## src/rtl/ui_input_pkg.sv

```systemverilog
// Shared definitions for the UI input debounce bank: channel indices,
// the per-channel debounce state type and a counter-width helper.
package ui_input_pkg;

    // Board channel assignment
    localparam int UI_KEY0          = 0;
    localparam int UI_KEY1          = 1;
    localparam int UI_KEY2          = 2;
    localparam int UI_KEY3          = 3;
    localparam int UI_KEY4          = 4;
    localparam int UI_KEY5          = 5;
    localparam int UI_PLAYSONG0     = 6;
    localparam int UI_PLAYSONG1     = 7;
    localparam int UI_MAKERECORDING = 8;
    localparam int UI_PLAYRECORDING = 9;
    localparam int UI_CHANNELS      = 10;

    typedef enum logic [1:0] {
        ST_RELEASED        = 2'd0,
        ST_PRESS_PENDING   = 2'd1,
        ST_PRESSED         = 2'd2,
        ST_RELEASE_PENDING = 2'd3
    } ui_debounce_state_t;

    // Bits needed for a counter that must hold values 0..max_value (at least 1).
    function automatic int ui_cnt_width(input int max_value);
        return (max_value < 2) ? 1 : $clog2(max_value + 1);
    endfunction

endpackage

```

## src/rtl/ui_debounce_channel.sv

```systemverilog
// One debounce channel: two-flop synchroniser, four-state debounce FSM,
// debounce counter, ms-tick hold counter and (with UI_DEBOUNCE_AUTOREPEAT_EN
// defined) the auto-repeat counter. Without the macro repeat_o is tied to 0.
module ui_debounce_channel
    import ui_input_pkg::*;
#(
    parameter int DEBOUNCE_CYCLES = 50000,
    parameter int HOLD_MS         = 500,
    parameter int REPEAT_MS       = 100,
    parameter int ACTIVE_LOW      = 1
) (
    input  logic clk_i,
    input  logic rst_n_i,
    input  logic raw_i,
    input  logic tick_i,
    output logic level_o,
    output logic level_next_o,
    output logic pressed_o,
    output logic released_o,
    output logic held_o,
    output logic repeat_o
);

    localparam logic INACTIVE = (ACTIVE_LOW != 0);
    localparam int   DB_W     = ui_cnt_width(DEBOUNCE_CYCLES - 1);
    localparam int   HOLD_W   = ui_cnt_width(HOLD_MS);
    localparam logic [DB_W-1:0]   DB_LAST  = DB_W'(DEBOUNCE_CYCLES - 1);
    localparam logic [HOLD_W-1:0] HOLD_MAX = HOLD_W'(HOLD_MS);
    localparam logic [HOLD_W-1:0] HOLD_PRE = HOLD_W'(HOLD_MS - 1);

    if (DEBOUNCE_CYCLES < 1) begin : g_bad_debounce
        $error("ui_debounce_channel: DEBOUNCE_CYCLES must be at least 1");
    end
    if (HOLD_MS < 1 || REPEAT_MS < 1) begin : g_bad_hold
        $error("ui_debounce_channel: HOLD_MS and REPEAT_MS must be at least 1");
    end

    logic               sync1_q, sync2_q;
    logic               s;
    ui_debounce_state_t state_q, state_d;
    logic [DB_W-1:0]    db_q, db_d;
    logic [HOLD_W-1:0]  hold_q, hold_d;
    logic               level_q, level_d;
    logic               pressed_q, pressed_d;
    logic               released_q, released_d;
    logic               held_q, held_d;
    logic               in_hold;

    // Normalised sample: 1 means the button is pressed regardless of pin polarity
    assign s       = (ACTIVE_LOW != 0) ? ~sync2_q : sync2_q;
    assign in_hold = (state_q == ST_PRESSED) || (state_q == ST_RELEASE_PENDING);

    // Two-flop synchroniser; reset loads the idle pin level so no false press follows reset
    always_ff @(posedge clk_i) begin
        if (!rst_n_i) begin
            sync1_q <= INACTIVE;
            sync2_q <= INACTIVE;
        end else begin
            sync1_q <= raw_i;
            sync2_q <= sync1_q;
        end
    end

    // Debounce FSM plus hold counter; accepted press/release always clear hold progress
    always_comb begin
        state_d    = state_q;
        db_d       = db_q;
        level_d    = level_q;
        pressed_d  = 1'b0;
        released_d = 1'b0;
        hold_d     = hold_q;
        held_d     = 1'b0;
        case (state_q)
            ST_RELEASED: begin
                if (s) begin
                    state_d = ST_PRESS_PENDING;
                    db_d    = '0;
                end
            end
            ST_PRESS_PENDING: begin
                if (!s) begin
                    state_d = ST_RELEASED;
                end else if (db_q == DB_LAST) begin
                    state_d   = ST_PRESSED;
                    level_d   = 1'b1;
                    pressed_d = 1'b1;
                end else begin
                    db_d = db_q + 1'b1;
                end
            end
            ST_PRESSED: begin
                if (!s) begin
                    state_d = ST_RELEASE_PENDING;
                    db_d    = '0;
                end
            end
            ST_RELEASE_PENDING: begin
                if (s) begin
                    state_d = ST_PRESSED;
                end else if (db_q == DB_LAST) begin
                    state_d    = ST_RELEASED;
                    level_d    = 1'b0;
                    released_d = 1'b1;
                end else begin
                    db_d = db_q + 1'b1;
                end
            end
            default: state_d = ST_RELEASED;
        endcase

        // A release that completes on a tick edge wins, so held never coincides with released
        if (pressed_d || released_d) begin
            hold_d = '0;
        end else if (tick_i && in_hold && (hold_q != HOLD_MAX)) begin
            hold_d = hold_q + 1'b1;
            held_d = (hold_q == HOLD_PRE);
        end
    end

    // FSM, counters and registered outputs
    always_ff @(posedge clk_i) begin
        if (!rst_n_i) begin
            state_q    <= ST_RELEASED;
            db_q       <= '0;
            hold_q     <= '0;
            level_q    <= 1'b0;
            pressed_q  <= 1'b0;
            released_q <= 1'b0;
            held_q     <= 1'b0;
        end else begin
            state_q    <= state_d;
            db_q       <= db_d;
            hold_q     <= hold_d;
            level_q    <= level_d;
            pressed_q  <= pressed_d;
            released_q <= released_d;
            held_q     <= held_d;
        end
    end

`ifdef UI_DEBOUNCE_AUTOREPEAT_EN
    localparam int REP_W = ui_cnt_width(REPEAT_MS - 1);
    localparam logic [REP_W-1:0] REP_LAST = REP_W'(REPEAT_MS - 1);

    logic [REP_W-1:0] rep_q, rep_d;
    logic             repeat_q, repeat_d;

    // Repeat phase restarts at the held pulse; pulses only while steadily pressed
    always_comb begin
        rep_d    = rep_q;
        repeat_d = 1'b0;
        if (pressed_d || released_d) begin
            rep_d = '0;
        end else if (held_d) begin
            rep_d    = '0;
            repeat_d = (state_q == ST_PRESSED);
        end else if (tick_i && in_hold && (hold_q == HOLD_MAX)) begin
            if (rep_q == REP_LAST) begin
                rep_d    = '0;
                repeat_d = (state_q == ST_PRESSED);
            end else begin
                rep_d = rep_q + 1'b1;
            end
        end
    end

    // Repeat counter and pulse register
    always_ff @(posedge clk_i) begin
        if (!rst_n_i) begin
            rep_q    <= '0;
            repeat_q <= 1'b0;
        end else begin
            rep_q    <= rep_d;
            repeat_q <= repeat_d;
        end
    end

    assign repeat_o = repeat_q;
`else
    assign repeat_o = 1'b0;
`endif

    assign level_o      = level_q;
    assign level_next_o = level_d;
    assign pressed_o    = pressed_q;
    assign released_o   = released_q;
    assign held_o       = held_q;

endmodule

```

## src/rtl/ui_input_debounce_bank.sv

```systemverilog
// Multi-channel debounce bank: shared ms-tick prescaler, one debounce channel
// per input and a registered anyPressed. Optional auto-repeat is enabled by
// defining UI_DEBOUNCE_AUTOREPEAT_EN; otherwise outputRepeat stays 0.
module ui_input_debounce_bank
    import ui_input_pkg::*;
#(
    parameter int CHANNELS    = UI_CHANNELS,
    parameter int CLOCK_HZ    = 50000000,
    parameter int DEBOUNCE_US = 1000,
    parameter int HOLD_MS     = 500,
    parameter int ACTIVE_LOW  = 1,
    parameter int REPEAT_MS   = 100
) (
    input  logic                clock_50Mhz,
    input  logic                reset_n,
    input  logic [CHANNELS-1:0] inputWires,
    output logic [CHANNELS-1:0] outputLevel,
    output logic [CHANNELS-1:0] outputPressed,
    output logic [CHANNELS-1:0] outputReleased,
    output logic [CHANNELS-1:0] outputHeld,
    output logic [CHANNELS-1:0] outputRepeat,
    output logic                anyPressed
);

    localparam int DEBOUNCE_CYCLES = CLOCK_HZ / 1000000 * DEBOUNCE_US;
    localparam int TICK_CYCLES     = CLOCK_HZ / 1000;
    localparam int PRESC_W         = ui_cnt_width(TICK_CYCLES - 1);
    localparam logic [PRESC_W-1:0] PRESC_LAST = PRESC_W'(TICK_CYCLES - 1);

    if (DEBOUNCE_CYCLES < 1) begin : g_bad_debounce
        $error("ui_input_debounce_bank: DEBOUNCE_CYCLES evaluates to 0");
    end
    if (TICK_CYCLES < 1 || CHANNELS < 1) begin : g_bad_config
        $error("ui_input_debounce_bank: CLOCK_HZ below 1 kHz or CHANNELS below 1");
    end

    logic [PRESC_W-1:0]  presc_q, presc_d;
    logic                tick_q;
    logic                any_q;
    logic [CHANNELS-1:0] level_next;

    // Free-running prescaler wraps every TICK_CYCLES cycles
    always_comb begin
        presc_d = (presc_q == PRESC_LAST) ? '0 : presc_q + 1'b1;
    end

    // Prescaler state and the one-cycle ms tick shared by every channel
    always_ff @(posedge clock_50Mhz) begin
        if (!reset_n) begin
            presc_q <= '0;
            tick_q  <= 1'b0;
        end else begin
            presc_q <= presc_d;
            tick_q  <= (presc_q == PRESC_LAST);
        end
    end

    // anyPressed is built from the channels' next levels so it updates on the same edge
    always_ff @(posedge clock_50Mhz) begin
        if (!reset_n) begin
            any_q <= 1'b0;
        end else begin
            any_q <= |level_next;
        end
    end

    assign anyPressed = any_q;

    genvar gi;
    generate
        for (gi = 0; gi < CHANNELS; gi++) begin : g_chan
            ui_debounce_channel #(
                .DEBOUNCE_CYCLES (DEBOUNCE_CYCLES),
                .HOLD_MS         (HOLD_MS),
                .REPEAT_MS       (REPEAT_MS),
                .ACTIVE_LOW      (ACTIVE_LOW)
            ) u_chan (
                .clk_i        (clock_50Mhz),
                .rst_n_i      (reset_n),
                .raw_i        (inputWires[gi]),
                .tick_i       (tick_q),
                .level_o      (outputLevel[gi]),
                .level_next_o (level_next[gi]),
                .pressed_o    (outputPressed[gi]),
                .released_o   (outputReleased[gi]),
                .held_o       (outputHeld[gi]),
                .repeat_o     (outputRepeat[gi])
            );
        end
    endgenerate

endmodule
```

## config.mk

```make
export PLATFORM = sky130hd
export DESIGN_NAME = ui_input_debounce_bank
export DESIGN_NICKNAME = d
export VERILOG_FILES = /design/src/rtl/ui_input_pkg.sv /design/src/rtl/ui_debounce_channel.sv /design/src/rtl/ui_input_debounce_bank.sv
export SDC_FILE = /design/constraint.sdc
export NUM_CORES = 1
export LEC_CHECK = 0
export CORE_ASPECT_RATIO = 1.5
export CORE_UTILIZATION = 55
export DETAILED_ROUTE_END_ITERATION = 7
export HOLD_SLACK_MARGIN = 0.1
export PLACE_DENSITY = 0.81
export SYNTH_ARGS = -nofsm -noshare
export SYNTH_HDL_FRONTEND = slang
export SYNTH_SLANG_ARGS = --single-unit
export TNS_END_PERCENT = 10
```

## constraint.sdc

```tcl
create_clock -name clock_50Mhz -period 2.5 [get_ports clock_50Mhz]
set_clock_uncertainty 0.15 [all_clocks]
set_input_delay 0.5 -clock clock_50Mhz [delete_from_list [all_inputs] [get_ports clock_50Mhz]]
set_output_delay 0.5 -clock clock_50Mhz [all_outputs]
set_load 0.02 [all_outputs]
```

==> qor.yml <==
placement:
  gp_congestion: 0.848
  portBuffers: 52
  dp_hpwl_um: 21700
setup_path:
  cp_slowest_cell: "or4_4"
  critical_path_class: "reg -> reg"
  reg2reg_from: "g_chan[4].u_chan.db_q[5]"
  max_stage_delay_ns: 0.53
  cp-end-kind: "register"
  r2r_setup_slack_ns: 0.03
  r2r-end: "anyPressed"
  reg2regPathDepth: 6
  crit_arrival_ns: 2.74
  cp_max_fo: 3
  setup.worst_path.start_class: "register"
  path_cells: "or4b_1, or4_4, nor2_2, mux2_2, nor3_1, a41oi_1"
  cp.required_ns: 2.77
route:
  drt_iter0_markers: 509
  drtAntennaViolNets: 0
  num_vias: 12200
  post_drt_wl_per_cell_um: 14.0
  first_pass_iters: 7
  drc_errors: 0
  via_per_inst: 5.52
  routed_wl_um: 31000
sta:
  worst_pin_slew_ns: 0.637
  fmax_mhz: 405
  slew_viol_final: 0
  slew_headroom_pct: 57.5
  period_share_pct: 98.8
  setup_violations: 0
  fin_crit_ns: 2.47
  hold_violations: 0
  setup_tns_ns: 0
  rsz0062_at_grt: "yes"
grt:
  busiest_layer: "met2"
  grt_usage_pct: 21.5
  grt_max_degree: 27
  use_met1_pct: 24.1
  met2_usage_pct: 40.4
  grt_pass1_wl_um: 53200
  gr-total-overflow: 0
  grtUsageMet3_pct: 2.37
  antenna_found_initial: 0
  grt_pass1_vias: 12000
floorplanning:
  fp.dieH_um: 208
  core_um2: 28000
  io_pins: 63
  die_area_um2: 29000
  start_util_pct: 55.8
  rows: 75
  dieWidth_um: 139
power_and_ir_drop:
  p_leak_nw: 6.32
  p_total_w: 0.0108
  power_density_nw_per_um2: 612
  ir_worst_vdd_v: 0.000471
synth:
  syn_inst: 1790
  synth_ff_type: "dfxtp_1"
  async_reset_ff_share_pct: 0
  synth_seq_cells: 348
  synth_edf_count: 0
  yosysUniqueCellTypes: 64
  synthesis.area_um2: 15600
  synth_seq_area_share_pct: 44.7
  syn_avg_cell_area_um2: 8.71
  synth_warnings: 0
final_layout:
  multi_input_area_um2: 7890
  diodes: 0
  drive_gt1_share_pct: 8.04
  syn2layout_area_growth_pct: 12.9
  nFillCells: 2274
  nets: 1887
  regArea_um2: 6980
outcome:
  status: "complete, no violations"
min_path:
  hp-start: "g_chan[4].u_chan.sync1_q"
  hold_path_class: "reg -> reg"
  hold_depth: 1
  min_to: "g_chan[4].u_chan.sync2_q"
clocking:
  cts_buffers: 31
  htreeDepth: 1
  clk_pin_slew_worst_paths_ns: 0.06
  cts.sinks: 348
  cts-root-buf: "clkbuf_16"
  insertion_delay_ns: 0.56
  cts_tree: "yes"
  cts_buffer_depth: 3
job:
  maxCapViolCount: 0
-- flip-flops by register name, summed over array words and instances (netlist names), 10 cells and up, named ones only --
name and flops:
g_chan.u_chan.level_o 10, g_chan.u_chan.hold_q 90, g_chan.u_chan.db_q 160, g_chan.u_chan.sync2_q 10
g_chan.u_chan.sync1_q 10, g_chan.u_chan.held_o 10, g_chan.u_chan.released_o 10, presc_q 16
g_chan.u_chan.pressed_o 10, g_chan.u_chan.state_q 10
-- routing by layer --
metal  part of all wire, %  vias up
met5                     0        -
met4                   3.6        0
met3                   3.0       65
met2                    52      213
met1                    41     5756
li1                      -     6170
-- layout make-up --
class                           instances  area share, %
Multi-Input combinational cell       1289           44.8
Sequential cell                       348           39.6
Timing Repair Buffer                  115           5.85
Clock buffer                           46           5.41
Tap cell                              346           2.46
Inverter                               59           1.26
Clock inverter                          9          0.554
-- placed cells by master (no fill, tap or decap), types with 6 or more instances in the layout --
cell type,instances
xor2_1,117
mux2i_1,8
nand2_1,131
nor4_1,34
or3_1,18
nand3_1,63
clkinv_2,6
xnor2_1,113
clkdlybuf4s50_1,51
and2_1,8
nor2b_1,7
nand2b_1,30
and4_1,28
buf_4,59
nor3_1,42
nand4_1,68
o21ai_0,43
dfxtp_1,345
ha_1,30
a21oi_1,57
nor3b_1,8
inv_1,58
a22oi_1,6
and3_1,53
nor4bb_1,11
clkbuf_16,31
or4_1,6
conb_1,10
nor2_1,311
clkbuf_8,12
a41oi_1,8
nor4b_1,9
-- cell usage after synthesis (6+ instances only) --
cell	n	area (µm²)
a21oi_1	57	285
a22oi_1	6	45.0
a41oi_1	8	70.1
and2_1	8	50.1
and3_1	53	332
and4_1	28	245
buf_1	6	22.5
buf_4	51	383
clkbuf_1	39	146
dfxtp_1	348	6970
ha_1	31	388
inv_1	58	218
mux2i_1	8	80.1
nand2_1	131	492
nand2b_1	30	188
nand3_1	63	315
nand4_1	68	425
nor2_1	311	1170
nor2b_1	7	43.8
nor3_1	43	215
nor3b_1	8	60.1
nor4_1	37	231
nor4b_1	9	78.8
nor4bb_1	11	110
o21ai_0	43	215
or3_1	18	113
or4_1	7	52.6
xnor2_1	113	990
xor2_1	117	1020
-- critical path: cells and delay by family (launching register included) --
kind	cells	cell delay, ns
simple gates	4	1.35
flops	1	0.33
compound gates	1	0.13
mux	1	0.36
-- cell families (layout without fill, tap and decap cells) --
kind of cell	count (synthesis)	count (layout)	synth area share, %
compound gates	145	145	5.62
xor+xnor	230	230	12.9
fa+ha+maj	31	31	2.49
buf+inv	162	229	5.30
flops	348	348	44.7
mux	9	9	0.586
other cells	1	10	0.0241
simple gates	864	864	28.4
-- report_power, final --
group	total [W]	switching [W]	internal, W
Clock	0.00483	0.00202	0.00282
Combinational	0.000331	0.000218	0.000114
Sequential	0.00561	0.0000317	0.00558
Total	0.0108	0.00227	0.00851
-- worst max path at each step --
stage | startpoint | endpoint | slack, ns | depth (start not counted)
6_report | g_chan[4].u_chan.db_q[5] | anyPressed | 0.03 | 6
5_1_grt | g_chan[4].u_chan.db_q[5] | anyPressed | -0.07 | 6
4_1_cts | g_chan[4].u_chan.db_q[6] | anyPressed | 0.01 | 6
3_5_place_dp | g_chan[4].u_chan.db_q[6] | anyPressed | 0.01 | 6
3_3_place_gp | g_chan[4].u_chan.db_q[6] | anyPressed | 0.06 | 6
2_1_floorplan | g_chan[4].u_chan.db_q[4] | anyPressed | 0.06 | 6
-- per-stage QoR --
stage | cell area (µm²) | hold slack [ns] | util, % | instances | setup slack, ns
6_report | 17600 | 0.252 | 62.9 | 2212 | 0.0305
5_1_grt | 17600 | 0.271 | 62.9 | 2212 | -0.0686
4_1_cts | 17500 | 0.256 | 62.6 | 2209 | 0.0138
3_5_place_dp | 16500 | 0.246 | 58.9 | 2154 | 0.0116
3_3_place_gp | 16500 | 0.245 | 58.9 | 2154 | 0.0558
2_1_floorplan | 15600 | 0.236 | - | 1799 | 0.0584
-- what timing repair did --
item,4_1_cts,5_1_grt
hold buffers,0,0
gates resized for setup,0,17
endpoints found under the setup margin,0,54
buffers inserted,0,3
(Power assumes the default switching activity.)
